[src/rtl/pos_decode_accum_if.sv]
// Position-in / mask-out stream bundle for pos_decode_accum.
//   in_valid/in_ready/in_pos/in_last       : position beat stream (master -> slave)
//   out_valid/out_ready/out_mask/out_count/out_dup : frame result stream (slave -> master)
// master = producer of positions and consumer of results; slave = the decoder.
interface pos_decode_accum_if #(
  parameter int unsigned POS_W = 3
);
  localparam int unsigned VEC_W = 2 ** POS_W;
  localparam int unsigned CNT_W = POS_W + 1;

  logic             in_valid;
  logic             in_ready;
  logic [POS_W-1:0] in_pos;
  logic             in_last;
  logic             out_valid;
  logic             out_ready;
  logic [VEC_W-1:0] out_mask;
  logic [CNT_W-1:0] out_count;
  logic             out_dup;

  modport master (
    output in_valid, in_pos, in_last, out_ready,
    input  in_ready, out_valid, out_mask, out_count, out_dup
  );

  modport slave (
    input  in_valid, in_pos, in_last, out_ready,
    output in_ready, out_valid, out_mask, out_count, out_dup
  );
endinterface

[src/rtl/pos_decode_accum.sv]
// Decodes a stream of bit positions to one-hot and ORs them into a per-frame
// mask; presents mask, saturating beat count and duplicate flag as one result.
//   clk   : clock, all state on posedge
//   reset : synchronous active-high reset
//   bus   : slave side of pos_decode_accum_if (position in, frame result out)
module pos_decode_accum #(
  parameter int unsigned POS_W = 3
) (
  input  logic               clk,
  input  logic               reset,
  pos_decode_accum_if.slave  bus
);
  localparam int unsigned VEC_W = 2 ** POS_W;
  localparam int unsigned CNT_W = POS_W + 1;
  localparam logic [CNT_W-1:0] CNT_MAX = '1;

  typedef enum logic [1:0] {
    IDLE  = 2'd0,
    ACCUM = 2'd1,
    DONE  = 2'd2
  } state_t;

  state_t           state_q, state_d;
  logic [VEC_W-1:0] mask_q, mask_d;
  logic [CNT_W-1:0] count_q, count_d;
  logic             dup_q, dup_d;
  logic             in_ready_q, out_valid_q;
  logic [VEC_W-1:0] onehot;
  logic             acc;

  // State and accumulator registers; handshake flags are registered copies of
  // the next-state decode so they line up with the state register.
  always_ff @(posedge clk) begin
    if (reset) begin
      state_q     <= IDLE;
      mask_q      <= '0;
      count_q     <= '0;
      dup_q       <= 1'b0;
      in_ready_q  <= 1'b1;
      out_valid_q <= 1'b0;
    end else begin
      state_q     <= state_d;
      mask_q      <= mask_d;
      count_q     <= count_d;
      dup_q       <= dup_d;
      in_ready_q  <= (state_d != DONE);
      out_valid_q <= (state_d == DONE);
    end
  end

  // Next-state and accumulation.
  always_comb begin
    state_d = state_q;
    mask_d  = mask_q;
    count_d = count_q;
    dup_d   = dup_q;
    onehot  = VEC_W'(1) << bus.in_pos;
    acc     = bus.in_valid & in_ready_q;

    case (state_q)
      IDLE, ACCUM: begin
        if (acc) begin
          // In IDLE the mask is empty, so only an open frame can see a repeat.
          dup_d   = dup_q | (mask_q[bus.in_pos] & (state_q == ACCUM));
          mask_d  = mask_q | onehot;
          count_d = (count_q == CNT_MAX) ? CNT_MAX : count_q + CNT_W'(1);
          state_d = bus.in_last ? DONE : ACCUM;
        end
      end
      DONE: begin
        if (bus.out_ready) begin
          state_d = IDLE;
          mask_d  = '0;
          count_d = '0;
          dup_d   = 1'b0;
        end
      end
      default: begin
        state_d = IDLE;
        mask_d  = '0;
        count_d = '0;
        dup_d   = 1'b0;
      end
    endcase
  end

  assign bus.in_ready  = in_ready_q;
  assign bus.out_valid = out_valid_q;
  assign bus.out_mask  = mask_q;
  assign bus.out_count = count_q;
  assign bus.out_dup   = dup_q;
endmodule

[src/flat_wrapper.sv]
// flat-port wrapper written by rule: the top's interface ports become plain ports
module pos_decode_accum_flat 
#(
  parameter int unsigned POS_W = 3
)
  (clk, reset, bus_in_valid, bus_in_pos, bus_in_last, bus_out_ready, bus_in_ready, bus_out_valid, bus_out_mask, bus_out_count, bus_out_dup);
  pos_decode_accum_if #(.POS_W(POS_W)) bus_i ();
  input  logic clk;
  input  logic reset;
  input wire logic [$bits(bus_i.in_valid)-1:0] bus_in_valid;
  input wire logic [$bits(bus_i.in_pos)-1:0] bus_in_pos;
  input wire logic [$bits(bus_i.in_last)-1:0] bus_in_last;
  input wire logic [$bits(bus_i.out_ready)-1:0] bus_out_ready;
  output wire logic [$bits(bus_i.in_ready)-1:0] bus_in_ready;
  output wire logic [$bits(bus_i.out_valid)-1:0] bus_out_valid;
  output wire logic [$bits(bus_i.out_mask)-1:0] bus_out_mask;
  output wire logic [$bits(bus_i.out_count)-1:0] bus_out_count;
  output wire logic [$bits(bus_i.out_dup)-1:0] bus_out_dup;
  assign bus_i.in_valid = bus_in_valid;
  assign bus_i.in_pos = bus_in_pos;
  assign bus_i.in_last = bus_in_last;
  assign bus_i.out_ready = bus_out_ready;
  assign bus_in_ready = bus_i.in_ready;
  assign bus_out_valid = bus_i.out_valid;
  assign bus_out_mask = bus_i.out_mask;
  assign bus_out_count = bus_i.out_count;
  assign bus_out_dup = bus_i.out_dup;
  pos_decode_accum #(.POS_W(POS_W)) u_core (.clk(clk), .reset(reset), .bus(bus_i));
endmodule
[config.mk]
export PLATFORM = sky130hd
export DESIGN_NAME = pos_decode_accum_flat
export DESIGN_NICKNAME = d
export VERILOG_FILES = /design/src/rtl/pos_decode_accum_if.sv /design/src/rtl/pos_decode_accum.sv /design/src/flat_wrapper.sv
export SDC_FILE = /design/constraint.sdc
export NUM_CORES = 1
export LEC_CHECK = 0
export CORE_UTILIZATION = 44
export DETAILED_ROUTE_END_ITERATION = 8
export PLACE_DENSITY = 0.83
export SYNTH_ARGS = -nofsm -noshare
export SYNTH_HDL_FRONTEND = slang
export SYNTH_SLANG_ARGS = --single-unit
[constraint.sdc]
create_clock -name clk -period 1.5 [get_ports clk]
set_input_delay 0.3 -clock clk [delete_from_list [all_inputs] [get_ports clk]]
set_output_delay 0.3 -clock clk [all_outputs]
set_load 0.01 [all_outputs]
Yosys cells after proc, flatten, opt, wreduce, memory -nomap -nowiden
Cells that the tools add are included.

Input port bits: 8. Register bits after elaboration: 17. Word-level logic and storage cells: 39.

Reductions and logical operators: 3. Multiplexer cells: 16. Bitwise operators: 4. Eq/ne operators: 7. Add/subtract/negate cells: 1. Magnitude comparators: 1. Shift-type cells: 1.

Operator list (number): $mux W8 (2); $pmux W8 S2 (1); $mux W4 (3); $or A8 B8 Y8 (1); $pmux W4 S2 (1); $shl A1 B3 Y8 const A (1); $mux W2 (3); $add A4 B1 Y4 const B (1); $eq A2 B2 Y1 const B (2); $eq A4 B4 Y1 const B (1); $lt A3 B4 Y1 const B (1); $ne A2 B2 Y1 const B (2); $pmux W2 S2 (1); $bmux W1 S3 (1); $mux W1 (3); $and A1 B1 Y1 (2); $eq A2 B1 Y1 const B (1); $logic_not A2 Y1 (1); $ne A2 B1 Y1 const B (1); $pmux W1 S2 (1); $reduce_and A2 Y1 (1); $reduce_or A2 Y1 (1); $or A1 B1 Y1 (1).

Longest topological paths before layout
Gate-level depths: netlist of the first run.

Depth in word-level cells: 6. Mapped depth: 6.

Least setup slack after synthesis of the first run
No wires, ideal clock.

Path kind: in2reg. Start point: input bus_in_pos[1]. End point: register u_core.dup_q, in the netlist u_core.bus.out_dup. Data arrival time: 1.099 ns. Slack: 0.282 ns. Setup time: 0.119 ns. Stages: 5. Path buffers: 1. Cells stage by stage: buf_6 > mux2_4 > o211ai_2 > a21oi_1 > o221a_1.

Longest elaborated chain between the ends: 6.

RTL lines: from (decl) (RTL line flat_wrapper.sv:11) `input wire logic [$bits(bus_i.in_pos)-1:0] bus_in_pos;`; $bmux W1 S3 (RTL line pos_decode_accum.sv:64) `dup_d = dup_q | (mask_q[bus.in_pos] & (state_q == ACCUM));`; $mux W1 (not written as such) (RTL line pos_decode_accum.sv:64); $and A1 B1 Y1 (RTL line pos_decode_accum.sv:64); $or A1 B1 Y1 (RTL line pos_decode_accum.sv:64); $mux W1 (RTL line pos_decode_accum.sv:62) `if (acc) begin`; $pmux W1 S2 (RTL line pos_decode_accum.sv:60) `case (state_q)`; to (signal assigned) (RTL line pos_decode_accum.sv:45) `dup_q <= dup_d;`; to (decl) (RTL line pos_decode_accum.sv:26) `logic dup_q, dup_d;`.

No other way between the ends. The select of a mux whose other input is x is not followed. A chain may end at the register's enable or synchronous reset.

Final worst setup path of the first run
Start point: register u_core.out_valid_q, in the netlist u_core.bus.out_valid. End point: output bus_out_valid.

RTL lines: from (decl) (RTL line pos_decode_accum.sv:27) `logic in_ready_q, out_valid_q;`; from (signal assigned) (RTL line pos_decode_accum.sv:47) `out_valid_q <= (state_d == DONE);`; to (decl) (RTL line flat_wrapper.sv:15) `output wire logic [$bits(bus_i.out_valid)-1:0] bus_out_valid;`.

No word-level cell between the ends.

==> results of run 1 <==
report_power, final:
group	internal (µW)	total, µW	leakage [µW]	switching (µW)
Clock	103	237	0.0000150	133
Combinational	90.7	172	0.000373	81.4
Sequential	471	491	0.000140	20.6
sequential cells by signal (all words and copies together) (netlist names):
| name | count |
|---|---|
| u_core.bus.in_ready | 1 |
| u_core.bus.out_count | 4 |
| u_core.bus.out_dup | 1 |
| u_core.bus.out_mask | 8 |
| u_core.bus.out_valid | 1 |
| u_core.state_q | 2 |
worst max path at each step:
stage	startpoint	endpoint	slack (ns)
detailed placement	bus_in_pos[0]	u_core.bus.out_dup	-0.22
CTS	u_core.bus.out_mask[6]	bus_out_mask[6]	0.007
floorplan	bus_in_pos[1]	u_core.bus.out_dup	0.28
global placement	bus_in_pos[0]	u_core.bus.out_dup	-0.18
finish	u_core.bus.out_valid	bus_out_valid	0.07
global route	u_core.bus.out_valid	bus_out_valid	0.03
metal layers:
layer | wire length [µm] | part of all wire, % | global-route usage [%] | vias up
met4 | 15 | 0.81 | 7.50 | 0
met5 | 0 | 0 | 0 | -
met1 | 847 | 45 | 27.9 | 326
met2 | 904 | 49 | 38.2 | 28
li1 | - | - | - | 367
met3 | 94 | 5.0 | 5.00 | 4
metrics by stage:
stage          cell area [µm²]  total power [µW]
2_1_floorplan              759               584
3_3_place_gp              1050               674
3_5_place_dp              1050               679
4_1_cts                   1070               907
5_1_grt                   1070               940
6_report                  1070               900
cell usage in the layout, fill, tap and decap left out, types with 5 or more instances in the layout:
cell              n
nor3_1            5
inv_1             5
a21oi_1           6
clkdlybuf4s50_1   8
a31oi_1           7
dfxtp_1          14
buf_4            10
dlygate4sd2_1    11
nor2_1           16
final cells by class:
| type | instances | area share, % |
|---|---|---|
| timing repair buffer | 32 | 26.9 |
| tap | 16 | 1.86 |
| sequential | 17 | 32.0 |
| inverter | 5 | 1.75 |
| clock buffer | 4 | 2.44 |
| multi-input combinational | 58 | 35.0 |
cell families (layout without fill, tap and decap cells):
kind of cell	count (synthesis)	count (layout)
multiplexers	3	3
AO/OA/AOI/OAI	25	25
flip-flops	17	17
AND/OR/NAND/NOR	29	29
buffers and inverters	8	41
adder cells (fa/ha/maj)	1	1
==> results.cfg, run 1 <==
[route]
ant_nets = 0
avgViaCountPerCell = 5.49
drt-total-wl_um = 1860
vias = 725
routedWlPerCell_um = 14.1
drtIter0Drc = 9
drcViolationCount = 0
first_pass_iters = 4

[sta]
rsz0062_at_grt = false
finalSetupTns_ns = 0
timing_worst_slew_pin_value_ns = 0.390
fin_crit_sh_pct = 95.1
period_needed_ns = 1.43
skew_ns = 0.00520
hold_ws_ns = 0.501
drv_slew = 0
max_freq_mhz = 701
setup_violations = 0
fin_ws_ns = 0.0732
relSlewSlack_pct = 74.0
finalHoldViolCount = 0

[cts]
cts_setup_buffers = 0
clockBufferDepth = 2
clk_pin_slew_worst_paths_ns = 0.09
clock_sinks = 17
cts.hold.buffers_added = 0
numCtsBuffers = 3
cts_htree_levels = 1
cts_root_buffer = clkbuf_4
ctsResizeCount = 14
cts_tree = built
clk_latency_ns = 0.28

[synthesis]
synth_top_family_by_area = compound AO/OA/AOI/OAI gates
synthMuxAreaShare_pct = 6.75
synth_cell_types = 28
synthTopCellsByArea = dfxtp_1 (45%), nor2_1 (7.9%), a31oi_1 (5.8%)
synth_ff_type = dfxtp_1
synth_compound_area_share_pct = 23.7
ys_warn_count = 0
syn-cell-area_um2 = 759
syn-num-nets = 92
synth-simple-area-share_pct = 17.5
synth_enable_flop_cells = 0
synthCells = 83
synth_area_per_cell_um2 = 9.15
synth-seq-area-share_pct = 44.8
synth_seq_cells = 17
synth_area_leader_cell = dfxtp_1
synth_xor_area_share_pct = 0
synth_top_area_share_pct = 44.8
synth-async-reset-ratio_pct = 0
synthTopCellsByCount = dfxtp_1 (17), nor2_1 (16), a31oi_1 (7)
synth.most_common_cell = dfxtp_1
synthAdderAreaFrac_pct = 1.65

[pwr]
ir_drop_mv = 0.524
cellLeakagePower_uw = 0.000528
p_per_area_mw_per_mm2 = 838

[place]
dp_slack_ns = -0.223
place_congestion = 0.802
numPortBuffers = 22
dp_hpwl_um = 1380
place_inst = 128

[setup_path]
worstPathArrival_ns = 1.13
critPathKind = flop to output pin
path_max_fanout = 1
crit_chain = clkdlybuf4s50_1
reg2regPathDepth = 5
crit_path_start_kind = flop
r2r_end = u_core.bus.out_count[3]
cp.required_ns = 1.20
slowest_delay_ns = 0.53
rrSetupSlack_ns = 0.18
end_kind = output pin
crit_buf_inv = 1
cp_top_family = buffers and inverters
path_depth = 1
r2r_start = u_core.state_q[1]
cp_slowest_cell = clkdlybuf4s50_1

[floorplanning]
die-height_um = 43.5
die_x_um = 43.5
row_count = 14
io-pin-count = 23
dieArea_mm2 = 0.00190
core_mm2 = 0.00156
initial_core_util_pct = 48.7

[final_layout]
nets = 126
stdcell_count = 132
drive_above_1_share_pct = 17.2
utilization_pct = 68.9
antenna_cells = 0
area_delta_synth_final_pct = 41.5
nFillCells = 139
seq_area_um2 = 344
multiInputGateArea_um2 = 377

[run]
maxCapViolations = 0

[grt]
grt_first_pass_wirelength_um = 3170
grt_pass1_vias = 701
antenna_found_initial = 0
grt-ovfl-total = 0
grt_start_max_net_pins = 11
grt_use_total_pct = 22.4

[min_path]
holdCritPathClass = flop to flop
holdCritStartpoint = u_core.bus.out_mask[1]
hold_depth = 1
min_to = u_core.bus.out_mask[1]

[run_status]
status = finished, final reports clean
Power figures use the tool's default switching activity.
==> run 2, diff against run 1 <==
CAP_MARGIN = 30   (was unset)
CORE_MARGIN = 8   (was unset)
CORE_UTILIZATION = 48   (was 44)
PLACE_DENSITY = 0.89   (was 0.83)
clock period = 1.8 ns   (was 1.5 ns; I/O delays follow)
==> results.cfg, run 2 (synthesis results as in run 1) <==
[run_status]
status = finished, final reports clean

[min_path]
holdCritPathClass = flop to flop

[sta]
period_needed_ns = 1.66
drv_slew = 0
hold_ws_ns = 0.511
max_freq_mhz = 604
rsz0062_at_grt = false
relSlewSlack_pct = 74.4
setup_violations = 0
fin_ws_ns = 0.145
finalSetupTns_ns = 0
finalHoldViolCount = 0
timing_worst_slew_pin_value_ns = 0.383
skew_ns = 0.00774
fin_crit_sh_pct = 92.0

[route]
ant_nets = 0
first_pass_iters = 4
routedWlPerCell_um = 14.6
drt-total-wl_um = 1830
avgViaCountPerCell = 5.78
drcViolationCount = 0
vias = 723
drtIter0Drc = 15

[grt]
grt_pass1_vias = 696
antenna_found_initial = 0
grt_first_pass_wirelength_um = 3050
grt_start_max_net_pins = 11
grt-ovfl-total = 0
grt_use_total_pct = 11.6

[cts]
clk_latency_ns = 0.28
clk_pin_slew_worst_paths_ns = 0.10
cts_root_buffer = clkbuf_4
cts_setup_buffers = 0
cts.hold.buffers_added = 0
cts_htree_levels = 1
numCtsBuffers = 3
clock_sinks = 17
cts_tree = built
clockBufferDepth = 2
ctsResizeCount = 0

[final_layout]
final_common_cell = clkdlybuf4s50_1
utilization_pct = 68.8
antenna_cells = 0
nFillCells = 117
multiInputGateArea_um2 = 377
largest_reg_flops = 8
final_cell_mix = clkdlybuf4s50_1 (22), dfxtp_1 (17), nor2_1 (16)
area_delta_synth_final_pct = 34.9
drive_above_1_share_pct = 9.17
seq_area_um2 = 340
nets = 119

[floorplanning]
io-pin-count = 23
dieArea_mm2 = 0.00311
die_x_um = 55.8
die-height_um = 55.8
row_count = 14
initial_core_util_pct = 51.0
core_mm2 = 0.00149

[setup_path]
critPathKind = flop to output pin
crit_buf_inv = 1
cp.required_ns = 1.44
worstPathArrival_ns = 1.30
cp_top_family = buffers and inverters
crit_chain = clkdlybuf4s50_1
cp_slowest_cell = clkdlybuf4s50_1
slowest_delay_ns = 0.57
crit_path_start_kind = flop
path_max_fanout = 6
end_kind = output pin

[pwr]
p_total_uw = 743
cellLeakagePower_uw = 0.000395
ir_drop_mv = 0.559
p_per_area_mw_per_mm2 = 725

[place]
dp_slack_ns = 0.0265
numPortBuffers = 22
dp_hpwl_um = 1400
place_congestion = 0.802

[run]
maxCapViolations = 0
[run 2: layout make-up]
cell class | instances | area share [%]
well taps | 16 | 1.95
inverters | 5 | 1.83
flip-flops and latches | 17 | 33.2
multi-input cells | 58 | 36.8
repair buffers | 25 | 23.7
clock buffers | 4 | 2.56
[run 2: worst paths after layout]
path | from | to | slack [ns] | depth (start not counted)
max | u_core.bus.out_count[3] | bus_out_count[3] | 0.14 | 1
min reg2reg | u_core.bus.out_mask[1] | u_core.bus.out_mask[1] | 0.51 | 1
max reg2reg | u_core.state_q[1] | u_core.bus.out_mask[3] | 0.47 | 4
min | u_core.bus.out_mask[1] | u_core.bus.out_mask[1] | 0.51 | 1
[run 2: per-layer routing]
metal / part of all wire [%] / track usage, % / routed length (µm)
met1: 45 / 13.3 / 821
met2: 47 / 18.3 / 865
met3: 7.2 / 4.11 / 132
met4: 0.55 / 5.99 / 10
met5: 0 / 0 / 0
[run 2: stage by stage]
step	std cells	instance area, µm²
after floorplan	83	759
after global placement	121	998
after detailed placement	121	998
after CTS	125	1020
after global routing	125	1020
final	125	1020
[run 2: power breakdown]
group,switching (µW),internal [µW]
sequential,17.5,392
combinational,64.1,69.0
clock,115,86.0
total,196,547
